File: src/rtl/dm_arbiter.sv
// -----------------------------------------------------------------------------
// dm_arbiter
//
// Two-port arbiter and access sequencer for the 16x8 data memory. The CPU
// control path and the external host port share the memory; each access is
// walked through a three-state FSM (IDLE -> ACCESS [-> RDATA] -> IDLE) that
// drives the memory strobes, address and write data. When both ports request
// in the same IDLE cycle the port that did not own the previous access wins,
// so neither side can starve the other.
//
// Ports
//   clk_i, rst_i             clock (rising edge) and synchronous active-high reset
//   cpu_req_i / host_req_i   access request, level, held until the grant pulse
//   *_we_i                   1 = write, 0 = read
//   *_addr_i, *_wdata_i      access address and write data
//   *_gnt_o                  one-cycle grant pulse, high while the access issues
//   *_rvalid_o               one-cycle pulse, read data valid on *_rdata_o
//   *_rdata_o                last read data of that port, held between reads
//   mem_rd_o, mem_wr_o       memory read / write strobes (only in ACCESS)
//   mem_addr_o, mem_wdata_o  latched address / write data of the current access
//   mem_rdata_i              memory read data, valid the cycle after mem_rd_o
//   busy_o                   high whenever the FSM is not in IDLE
// -----------------------------------------------------------------------------
module dm_arbiter #(
  parameter int AW = 4,
  parameter int DW = 8
) (
  input  logic          clk_i,
  input  logic          rst_i,

  input  logic          cpu_req_i,
  input  logic          cpu_we_i,
  input  logic [AW-1:0] cpu_addr_i,
  input  logic [DW-1:0] cpu_wdata_i,
  output logic          cpu_gnt_o,
  output logic          cpu_rvalid_o,
  output logic [DW-1:0] cpu_rdata_o,

  input  logic          host_req_i,
  input  logic          host_we_i,
  input  logic [AW-1:0] host_addr_i,
  input  logic [DW-1:0] host_wdata_i,
  output logic          host_gnt_o,
  output logic          host_rvalid_o,
  output logic [DW-1:0] host_rdata_o,

  output logic          mem_rd_o,
  output logic          mem_wr_o,
  output logic [AW-1:0] mem_addr_o,
  output logic [DW-1:0] mem_wdata_o,
  input  logic [DW-1:0] mem_rdata_i,

  output logic          busy_o
);

  typedef enum logic [1:0] {
    IDLE   = 2'd0,
    ACCESS = 2'd1,
    RDATA  = 2'd2
  } state_e;

  typedef enum logic {
    OWN_CPU  = 1'b0,
    OWN_HOST = 1'b1
  } owner_e;

  state_e        state_q, state_d;
  owner_e        owner_q, owner_d;
  owner_e        last_owner_q, last_owner_d;
  logic          we_q, we_d;
  logic [AW-1:0] addr_q, addr_d;
  logic [DW-1:0] wdata_q, wdata_d;
  logic [DW-1:0] cpu_rdata_q, cpu_rdata_d;
  logic [DW-1:0] host_rdata_q, host_rdata_d;

  logic          pick_host;

  // ---------------------------------------------------------------------------
  // Next-state logic
  // ---------------------------------------------------------------------------
  always_comb begin
    // NOTE: every signal written here gets a default first so that no path
    // through the case statement leaves it unassigned (that would infer a latch).
    state_d      = state_q;
    owner_d      = owner_q;
    last_owner_d = last_owner_q;
    we_d         = we_q;
    addr_d       = addr_q;
    wdata_d      = wdata_q;
    cpu_rdata_d  = cpu_rdata_q;
    host_rdata_d = host_rdata_q;

    // Host wins when it is the only requester, or on a tie when the CPU
    // owned the previous access.
    pick_host = host_req_i && (!cpu_req_i || (last_owner_q == OWN_CPU));

    unique case (state_q)
      IDLE: begin
        if (cpu_req_i || host_req_i) begin
          owner_d = pick_host ? OWN_HOST : OWN_CPU;
          we_d    = pick_host ? host_we_i    : cpu_we_i;
          addr_d  = pick_host ? host_addr_i  : cpu_addr_i;
          wdata_d = pick_host ? host_wdata_i : cpu_wdata_i;
          state_d = ACCESS;
        end
      end

      ACCESS: begin
        last_owner_d = owner_q;
        state_d      = we_q ? IDLE : RDATA;
      end

      RDATA: begin
        // Only the owner's read-data register is ever updated.
        if (owner_q == OWN_CPU) cpu_rdata_d  = mem_rdata_i;
        else                    host_rdata_d = mem_rdata_i;
        state_d = IDLE;
      end

      default: state_d = IDLE;
    endcase
  end

  // ---------------------------------------------------------------------------
  // State registers
  // ---------------------------------------------------------------------------
  always_ff @(posedge clk_i) begin
    // NOTE: all state here is a handful of flops, so every register is given a
    // defined reset value; sequential state is updated with non-blocking
    // assignments so all flops see the same pre-edge values.
    if (rst_i) begin
      state_q      <= IDLE;
      owner_q      <= OWN_CPU;
      last_owner_q <= OWN_HOST;   // first tie after reset goes to the CPU
      we_q         <= 1'b0;
      addr_q       <= '0;
      wdata_q      <= '0;
      cpu_rdata_q  <= '0;
      host_rdata_q <= '0;
    end else begin
      state_q      <= state_d;
      owner_q      <= owner_d;
      last_owner_q <= last_owner_d;
      we_q         <= we_d;
      addr_q       <= addr_d;
      wdata_q      <= wdata_d;
      cpu_rdata_q  <= cpu_rdata_d;
      host_rdata_q <= host_rdata_d;
    end
  end

  // ---------------------------------------------------------------------------
  // Outputs
  // ---------------------------------------------------------------------------
  always_comb begin
    cpu_gnt_o     = 1'b0;
    host_gnt_o    = 1'b0;
    cpu_rvalid_o  = 1'b0;
    host_rvalid_o = 1'b0;
    mem_rd_o      = 1'b0;
    mem_wr_o      = 1'b0;

    if (state_q == ACCESS) begin
      cpu_gnt_o  = (owner_q == OWN_CPU);
      host_gnt_o = (owner_q == OWN_HOST);
      mem_wr_o   = we_q;
      mem_rd_o   = !we_q;
    end

    // A reset arriving during RDATA aborts the read, so its valid pulse is
    // suppressed rather than announcing data the register will never keep.
    if ((state_q == RDATA) && !rst_i) begin
      cpu_rvalid_o  = (owner_q == OWN_CPU);
      host_rvalid_o = (owner_q == OWN_HOST);
    end
  end

  // Read data is valid in the RDATA cycle itself: the memory word is passed
  // straight through while it is being captured, then the register holds it.
  assign cpu_rdata_o  = cpu_rvalid_o  ? mem_rdata_i : cpu_rdata_q;
  assign host_rdata_o = host_rvalid_o ? mem_rdata_i : host_rdata_q;

  assign mem_addr_o  = addr_q;
  assign mem_wdata_o = wdata_q;
  assign busy_o      = (state_q != IDLE);

endmodule

File: config.mk
export PLATFORM = sky130hd
export DESIGN_NAME = dm_arbiter
export DESIGN_NICKNAME = d
export VERILOG_FILES = /design/src/rtl/dm_arbiter.sv
export SDC_FILE = /design/constraint.sdc
export NUM_CORES = 1
export LEC_CHECK = 0
export ABC_AREA = 0
export CORE_UTILIZATION = 35
export CTS_BUF_LIST = sky130_fd_sc_hd__clkbuf_2
export DETAILED_ROUTE_END_ITERATION = 10
export PLACE_DENSITY_LB_ADDON = 0.08
export SYNTH_ARGS = -nofsm -noshare
export SYNTH_HDL_FRONTEND = slang
export SYNTH_SLANG_ARGS = --single-unit
File: constraint.sdc
create_clock -name clk_i -period 4.65 [get_ports clk_i]
set_clock_uncertainty 0.05 [all_clocks]
set_input_delay 1.1625 -clock clk_i [delete_from_list [all_inputs] [get_ports clk_i]]
set_output_delay 1.1625 -clock clk_i [all_outputs]
set_load 0.05 [all_outputs]
After elaboration in Yosys (flattened, before gate mapping):

Index checks and enable logic that the tools add are counted.

* flip-flop bits (word level): 33
* input bits: 38
* word-level logic and storage cells: 40

* equality and inequality tests: 3
* muxes and demuxes: 15
* bitwise operators: 2
* reduce and logical (&&, ||, !) cells: 12

Operators by type and width (number)
* $mux 8: 3
* $mux 1: 8
* $reduce_and 2->1: 3
* $mux 2: 2
* $mux 4: 1
* $pmux 2 s2: 1
* $logic_not 1->1: 3
* $eq 2x1->1 const B: 1
* $eq 2x2->1 const B: 1
* $logic_and 1x1->1: 2
* $logic_not 2->1: 1
* $logic_or 1x1->1: 2
* $ne 2x2->1 const B: 1
* $not 1->1: 2
* $reduce_bool 2->1: 1

Depth between registers and ports, before layout:

Gate-level depths: netlist of the first run.

* depth after elaboration: 4
* gate-level depth with buffers: 5
* depth with buffers taken out: 4

Worst setup path after synthesis of the first run:

No wires, ideal clock.

* path type: input -> output
* start: input port rst_i
* end: output port cpu_rdata_o[6]
* arrival: 2372 ps
* path slack: 1066 ps
* cell stages on the path: 3
* path through: nor4b_4 > buf_4 > mux2_2

* longest elaborated chain between the ends: 4

RTL lines
* start, declared: line 29 `input logic rst_i,`
* $logic_not 1->1: line 172 `if ((state_q == RDATA) && !rst_i) begin`
* $logic_and 1x1->1: line 172
* $mux 1: line 172
* net cpu_rvalid_o: line 36 `output logic cpu_rvalid_o,`
* $mux 8: line 180 `assign cpu_rdata_o = cpu_rvalid_o ? mem_rdata_i : cpu_rdata_q;`
* end, declared: line 37 `output logic [DW-1:0] cpu_rdata_o,`

The timed path passes the listed nets, and every way through them passes these cells.

Worst setup path in the final report of the first run:

* start: input port rst_i
* end: output port cpu_rdata_o[6]

* longest elaborated chain between the ends: 4

RTL lines (line)
* $logic_not 1->1: 172
* $logic_and 1x1->1: 172
* $mux 1: 172
* $mux 8: 180

No other way between the ends.

==> key figures, run 1 <==
Yosys
  – Syn_area_per_cell: just under 10 um^2
  – Synth area leader: dfxtp_1
  – Top post-synthesis cells by area: dfxtp_1 45%, mux2_2 11%, a311oi_1 7.7%
  – Syn_nets: about 190
  – Post-synth EDFFs: 0
  – Synth top area share: between 40 and 50%
  – Async SR Flop Fraction: 0%
  – Main synth FF type: dfxtp_1
  – Synthesized cell area: between 1000 and 1500 um^2
  – #FFs+latches synth: 33
  – Most frequent cells after synthesis: 33 x dfxtp_1, 27 x nand2_1, 15 x mux2_2, 14 x a21oi_1, 13 x a311oi_1
  – Most frequent cell after synthesis: dfxtp_1
  – Netlist cell types: 25
  – Post-synthesis instance total: approximately 150
  – Seq/Total Area, Yosys: 44.56%
  – Synth warn: 0

Clock tree
  – Postcts setup bufs: 0
  – Clk root buf: clkbuf_2
  – CTS tree: done
  – Post-CTS resize count: 0
  – Clock Tree Buf Depth: 2
  – Clock transition at path regs: approximately 140 ps
  – Num CTS Buffers: 5
  – Hold buffers post-CTS: 0
  – H-tree Lvls: 2
  – CTS Sinks: 33
  – Clk_lat worst skew: around 350 ps

STA
  – Worst-Margin Slew: approximately 920 ps
  – F_max: between 0.2 and 0.25 GHz
  – PnR worst setup slack: about 640 ps
  – Total negative setup slack: 0 ps
  – Final hold vios: 0
  – Crit share post-route: a little under nine tenths
  – Final setup fails: 0
  – RSZ-0062 raised after global routing: no
  – Rel. slew slack: around 38%
  – Min Clock Period, post-route: between 4000 and 5000 ps
  – Pins Over Slew Limit: 0

Setup path
  – Kind of critical path: primary input to output pin
  – Critical Path RT: 3440 ps
  – Critical path endpoint category: output pin
  – RR Startpoint: state_q[0]$_SDFFE_PP0P_
  – Worst setup path startpoint: rst_i
  – Startpoint types: primary input
  – WP data arrival: approximately 2800 ps
  – Register-to-Register Path Depth: 5
  – R2r endpoint: mem_wdata_o[1]$_SDFFE_PP0P_
  – Crit-path max FO: 17
  – Critical Path End: cpu_rdata_o[6]
  – Reg-to-reg slack, setup: 2660 ps

Worst hold path
  – Hold crit path type: register to register
  – HP Start: host_rdata_q[4]$_SDFFE_PP0P_

Final layout
  – Layout area overhead: 54.18%
  – # diodes: 0
  – Nets@finish: 264
  – Share of post-route cells with drive strength above 1: between 20% and 30%

Drt
  – Vias: about 1,500
  – DR vias/cell: around 5.2
  – DR DRC count: 0
  – Drt total wl: 3.890 mm
  – Routed length per placed instance: roughly 14 um
  – Pre-Repair DR Iteration Count: 4
  – Initial DRC Count: 60
  – Detail Route Antenna Nets: 0

Power and ir drop
  – Power per cell area: 288.9 nW/um^2
  – Tot Pwr: 0.6604 mW
  – Leak pwr: 0.9260 nW
  – VDD IR max: approximately 0.00021 V

Floorplanning
  – Die Ht: 67.09 um
  – Num rows: 23
  – Starting Density: a little under two fifths
  – DIE WIDTH: between 60 and 70 um
  – Core area: roughly 4000 um^2
  – I/O pin cnt: between 70 and 80
  – Die ar.: 4500 um^2

Global routing
  – Vias in the first global route: roughly 1,400
  – First-pass GRT wire length: approximately 6.3 mm
  – Congestion Overflow GR: 0
  – Initial antenna violation count: 0
  – Largest net degree at the start of global routing: 20
  – Total track usage: between 10% and 20%

Placement
  – Place WS: 645.1 ps
  – Placer Congestion: approximately 0.68
  – Port bufs: 72
  – Post-DP HPWL: ~2.8 mm

Run status
  – Status: finished clean

Job
  – Max-Cap Viols: 0
## metrics by stage
step,instances,util [%],instance area (um^2),hold slack (ps)
after floorplan,151,-,1483,388.5
after global placement,269,55.81,2248,402.9
after detailed placement,269,55.81,2248,406.3
after CTS,277,56.74,2286,442.4
after global routing,277,56.74,2286,463.2
final,277,56.74,2286,438.0
## layout by cell type, fill, tap and decap left out, drive strengths merged, types with 2 or more instances in the layout
master | synthesis | routed
clkdlybuf4s50 | 0 | 54
mux2 | 16 | 16
nand2 | 27 | 27
nor3 | 2 | 2
a311oi | 13 | 13
dfxtp | 33 | 33
nor4b | 2 | 2
buf | 5 | 23
a21oi | 14 | 14
clkbuf | 4 | 5
inv | 4 | 4
nor2 | 7 | 7
clkinv | 0 | 3
a31oi | 2 | 2
a22o | 16 | 16
## worst min-delay path by stage
stage / slack [ps] / depth (start not counted) / end
after global placement: 400 / 1 / cpu_rdata_q[2]$_SDFFE_PP0P_
final: 440 / 1 / host_rdata_q[4]$_SDFFE_PP0P_
after floorplan: 390 / 1 / cpu_rdata_q[0]$_SDFFE_PP0P_
after global routing: 460 / 1 / host_rdata_q[6]$_SDFFE_PP0P_
after detailed placement: 410 / 1 / cpu_rdata_q[2]$_SDFFE_PP0P_
after CTS: 440 / 1 / host_rdata_q[4]$_SDFFE_PP0P_
## state kept, by name (all words and copies together) (netlist names)
signal	count
cpu_rdata_q	8
mem_wdata_o	8
we_q	1
host_rdata_q	8
owner_q	1
last_owner_q	1
mem_addr_o	4
state_q	2
## where the power goes
group,internal (mW),switching [mW],leakage (nW)
Clock,0.0329,0.0908,0.0278
Sequential,0.302,0.0139,0.270
Combinational,0.0890,0.131,0.628
Total,0.424,0.236,0.926
## critical path, stage by stage
cell             delay [ps]
clkdlybuf4s50_1         520
nor4b_4                 250
buf_4                   290
mux2_2                  370
buf_4                   190
## layout make-up
| cell class | instances | area, um^2 |
|---|---|---|
| Clock buffer | 5 | 25.02 |
| Clock inverter | 3 | 12.51 |
| Fill cell | 347 | 1743 |
| Inverter | 4 | 15.01 |
| Multi-Input combinational cell | 105 | 759.5 |
| Sequential cell | 33 | 660.6 |
| Tap cell | 50 | 62.56 |
| Timing Repair Buffer | 77 | 750.7 |
## kinds of logic after synthesis
family          share of synthesized area [%]
compound gates                          25.49
mux                                     12.40
flops                                   44.56
simple gates                            13.33
buf+inv                                 4.219
## metal layers
| layer | GRT usage [%] | vias to the layer above | part of all wire, % |
|---|---|---|---|
| met1 | 20.58 | 681 | 42 |
| met5 | 0 | - | 0 |
| li1 | - | 711 | - |
| met2 | 33.13 | 51 | 51 |
| met3 | 4.795 | 7 | 5.8 |
| met4 | 8.245 | 0 | 1.4 |
Note: power is estimated with default switching activity, not from simulation.
==> run 2, diff against run 1 <==
--- a/config.mk
+++ b/config.mk
@@ -6,8 +6,10 @@
 export NUM_CORES = 1
 export LEC_CHECK = 0
 export ABC_AREA = 0
+export CORE_ASPECT_RATIO = 1.75
 export CORE_UTILIZATION = 35
 export CTS_BUF_LIST = sky130_fd_sc_hd__clkbuf_2
+export CTS_CLUSTER_SIZE = 24
 export DETAILED_ROUTE_END_ITERATION = 10
 export PLACE_DENSITY_LB_ADDON = 0.08
 export SYNTH_ARGS = -nofsm -noshare
==> run 2 against run 1 <==
  * Maximum frequency shrank 0.31%
  * First-iteration DRC count shrank 80%
  * Die area increased by 0.23%
  * Critical endpoint is now cpu_rdata_o[7]
==> key figures, run 2 (synthesis results as in run 1) <==
Setup path
  – WP data arrival: approximately 2800 ps
  – Critical path endpoint category: output pin
  – Critical Path RT: 3440 ps
  – Kind of critical path: primary input to output pin
  – Crit-path max FO: 17
  – Reg-to-reg slack, setup: approximately 2700 ps
  – Startpoint types: primary input

Clock tree
  – Postcts setup bufs: 0
  – Post-CTS resize count: 0
  – Hold buffers post-CTS: 0
  – H-tree Lvls: 2
  – Num CTS Buffers: 5
  – Clock transition at path regs: 160 ps
  – Clk_lat worst skew: 360 ps
  – CTS Sinks: 33
  – CTS tree: done
  – Clk root buf: clkbuf_2
  – Clock Tree Buf Depth: 2

Final layout
  – # diodes: 0
  – Fin util: a little under three fifths
  – Final std cells w/o fill: ~280
  – Most common cell after layout, fill and taps aside: clkdlybuf4s50_1
  – Share of post-route cells with drive strength above 1: about a quarter
  – Nets@finish: between 200 and 300
  – Commonest cells after routing, fill and taps aside: 54 x clkdlybuf4s50_1, 33 x dfxtp_1, 27 x nand2_1
  – Layout area overhead: 54.09%

STA
  – Crit share post-route: a little under 90%
  – F_max: 0.2488 GHz
  – PnR worst setup slack: about 630 ps
  – Rel. slew slack: a little over two fifths
  – Worst-Margin Slew: ~860 ps
  – Final hold vios: 0
  – Final setup fails: 0
  – Min Clock Period, post-route: between 4000 and 5000 ps
  – Total negative setup slack: 0 ps
  – Pins Over Slew Limit: 0
  – RSZ-0062 raised after global routing: no

Placement
  – Port bufs: 72
  – Place WS: around 630 ps
  – Placer Congestion: 0.7578
  – DP Cell Count: 268
  – Post-DP HPWL: approximately 2.9 mm

Global routing
  – First-pass GRT wire length: between 6 and 7 mm
  – Congestion Overflow GR: 0
  – Total track usage: 18.79%
  – Largest net degree at the start of global routing: 18
  – Vias in the first global route: about 1,400
  – Initial antenna violation count: 0

Drt
  – Initial DRC Count: 12
  – DR DRC count: 0
  – Routed length per placed instance: roughly 14 um
  – DR vias/cell: just over 5
  – Detail Route Antenna Nets: 0
  – Pre-Repair DR Iteration Count: 5
  – Vias: 1,421
  – Drt total wl: roughly 3.8 mm

Power and ir drop
  – Leak pwr: ~0.93 nW
  – Switching power: between 0.2 and 0.25 mW
  – Clock share of power: about a fifth
  – Sw frac: about 36%
  – Power per cell area: between 200 and 300 nW/um^2
  – VDD IR max: 0.0002026 V
  – Seq pwr share: about 48%
  – Combinational share of power: roughly 33%
  – Internal: between 0.4 and 0.5 mW
  – Tot Pwr: between 0.6 and 0.7 mW

Floorplanning
  – Num rows: 31
  – Die Ht: just under 90 um
  – Die ar.: around 4500 um^2
  – Core area: around 4000 um^2
  – I/O pin cnt: 73
  – DIE WIDTH: slightly above 50 um
  – Starting Density: a little over a third

Job
  – Max-Cap Viols: 0

Run status
  – Status: finished clean

Worst hold path
  – Hold crit path type: register to register
==> run 2: path summary, 6_finish.rpt <==
kind                                                   from  depth (start not counted)                           to
worst max-delay path                                  rst_i                          5               cpu_rdata_o[7]
worst min-delay path            cpu_rdata_q[4]$_SDFFE_PP0P_                          1  cpu_rdata_q[4]$_SDFFE_PP0P_
worst max register to register      state_q[0]$_SDFFE_PP0P_                          5  mem_wdata_o[4]$_SDFFE_PP0P_
worst min register to register  cpu_rdata_q[4]$_SDFFE_PP0P_                          1  cpu_rdata_q[4]$_SDFFE_PP0P_
==> run 2: power groups by stage <==
| stage | combinational, mW | sequential [mW] | clock [mW] |
|---|---|---|---|
| after CTS | 0.222 | 0.317 | 0.134 |
| after global routing | 0.235 | 0.320 | 0.144 |
| final | 0.220 | 0.316 | 0.129 |
| after global placement | 0.218 | 0.322 | 0 |
| after floorplan | 0.0886 | 0.364 | 0 |
| after detailed placement | 0.221 | 0.323 | 0 |
==> run 2: per-stage QoR <==
stage	hold slack, ps	area [um^2]
floorplan	388.5	1483
global placement	402.9	2247
global route	466.7	2285
detailed placement	404.3	2247
finish	443.9	2285
CTS	443.9	2285
==> run 2: metal layers <==
layer  GRT usage, %  vias up  part of all wire (%)
li1               -      708                     -
met1          19.05      658                    38
met2          34.57       51                    54
met3          5.903        4                   6.2
met4          7.576        0                   1.4
met5              0        -                     0
==> run 2: layout make-up <==
type / count / area [um^2]
sequential: 33 / 660.6
clock inverter: 3 / 12.51
inverter: 4 / 15.01
fill: 406 / 1827
clock buffer: 5 / 25.02
timing repair buffer: 77 / 750.7
multi-input combinational: 105 / 759.5
tap: 49 / 61.31
==> run 2: critical path, stage by stage <==
cell             delay [ps]
clkdlybuf4s50_1         550
nor4b_4                 260
buf_4                   280
mux2_2                  370
buf_4                   190
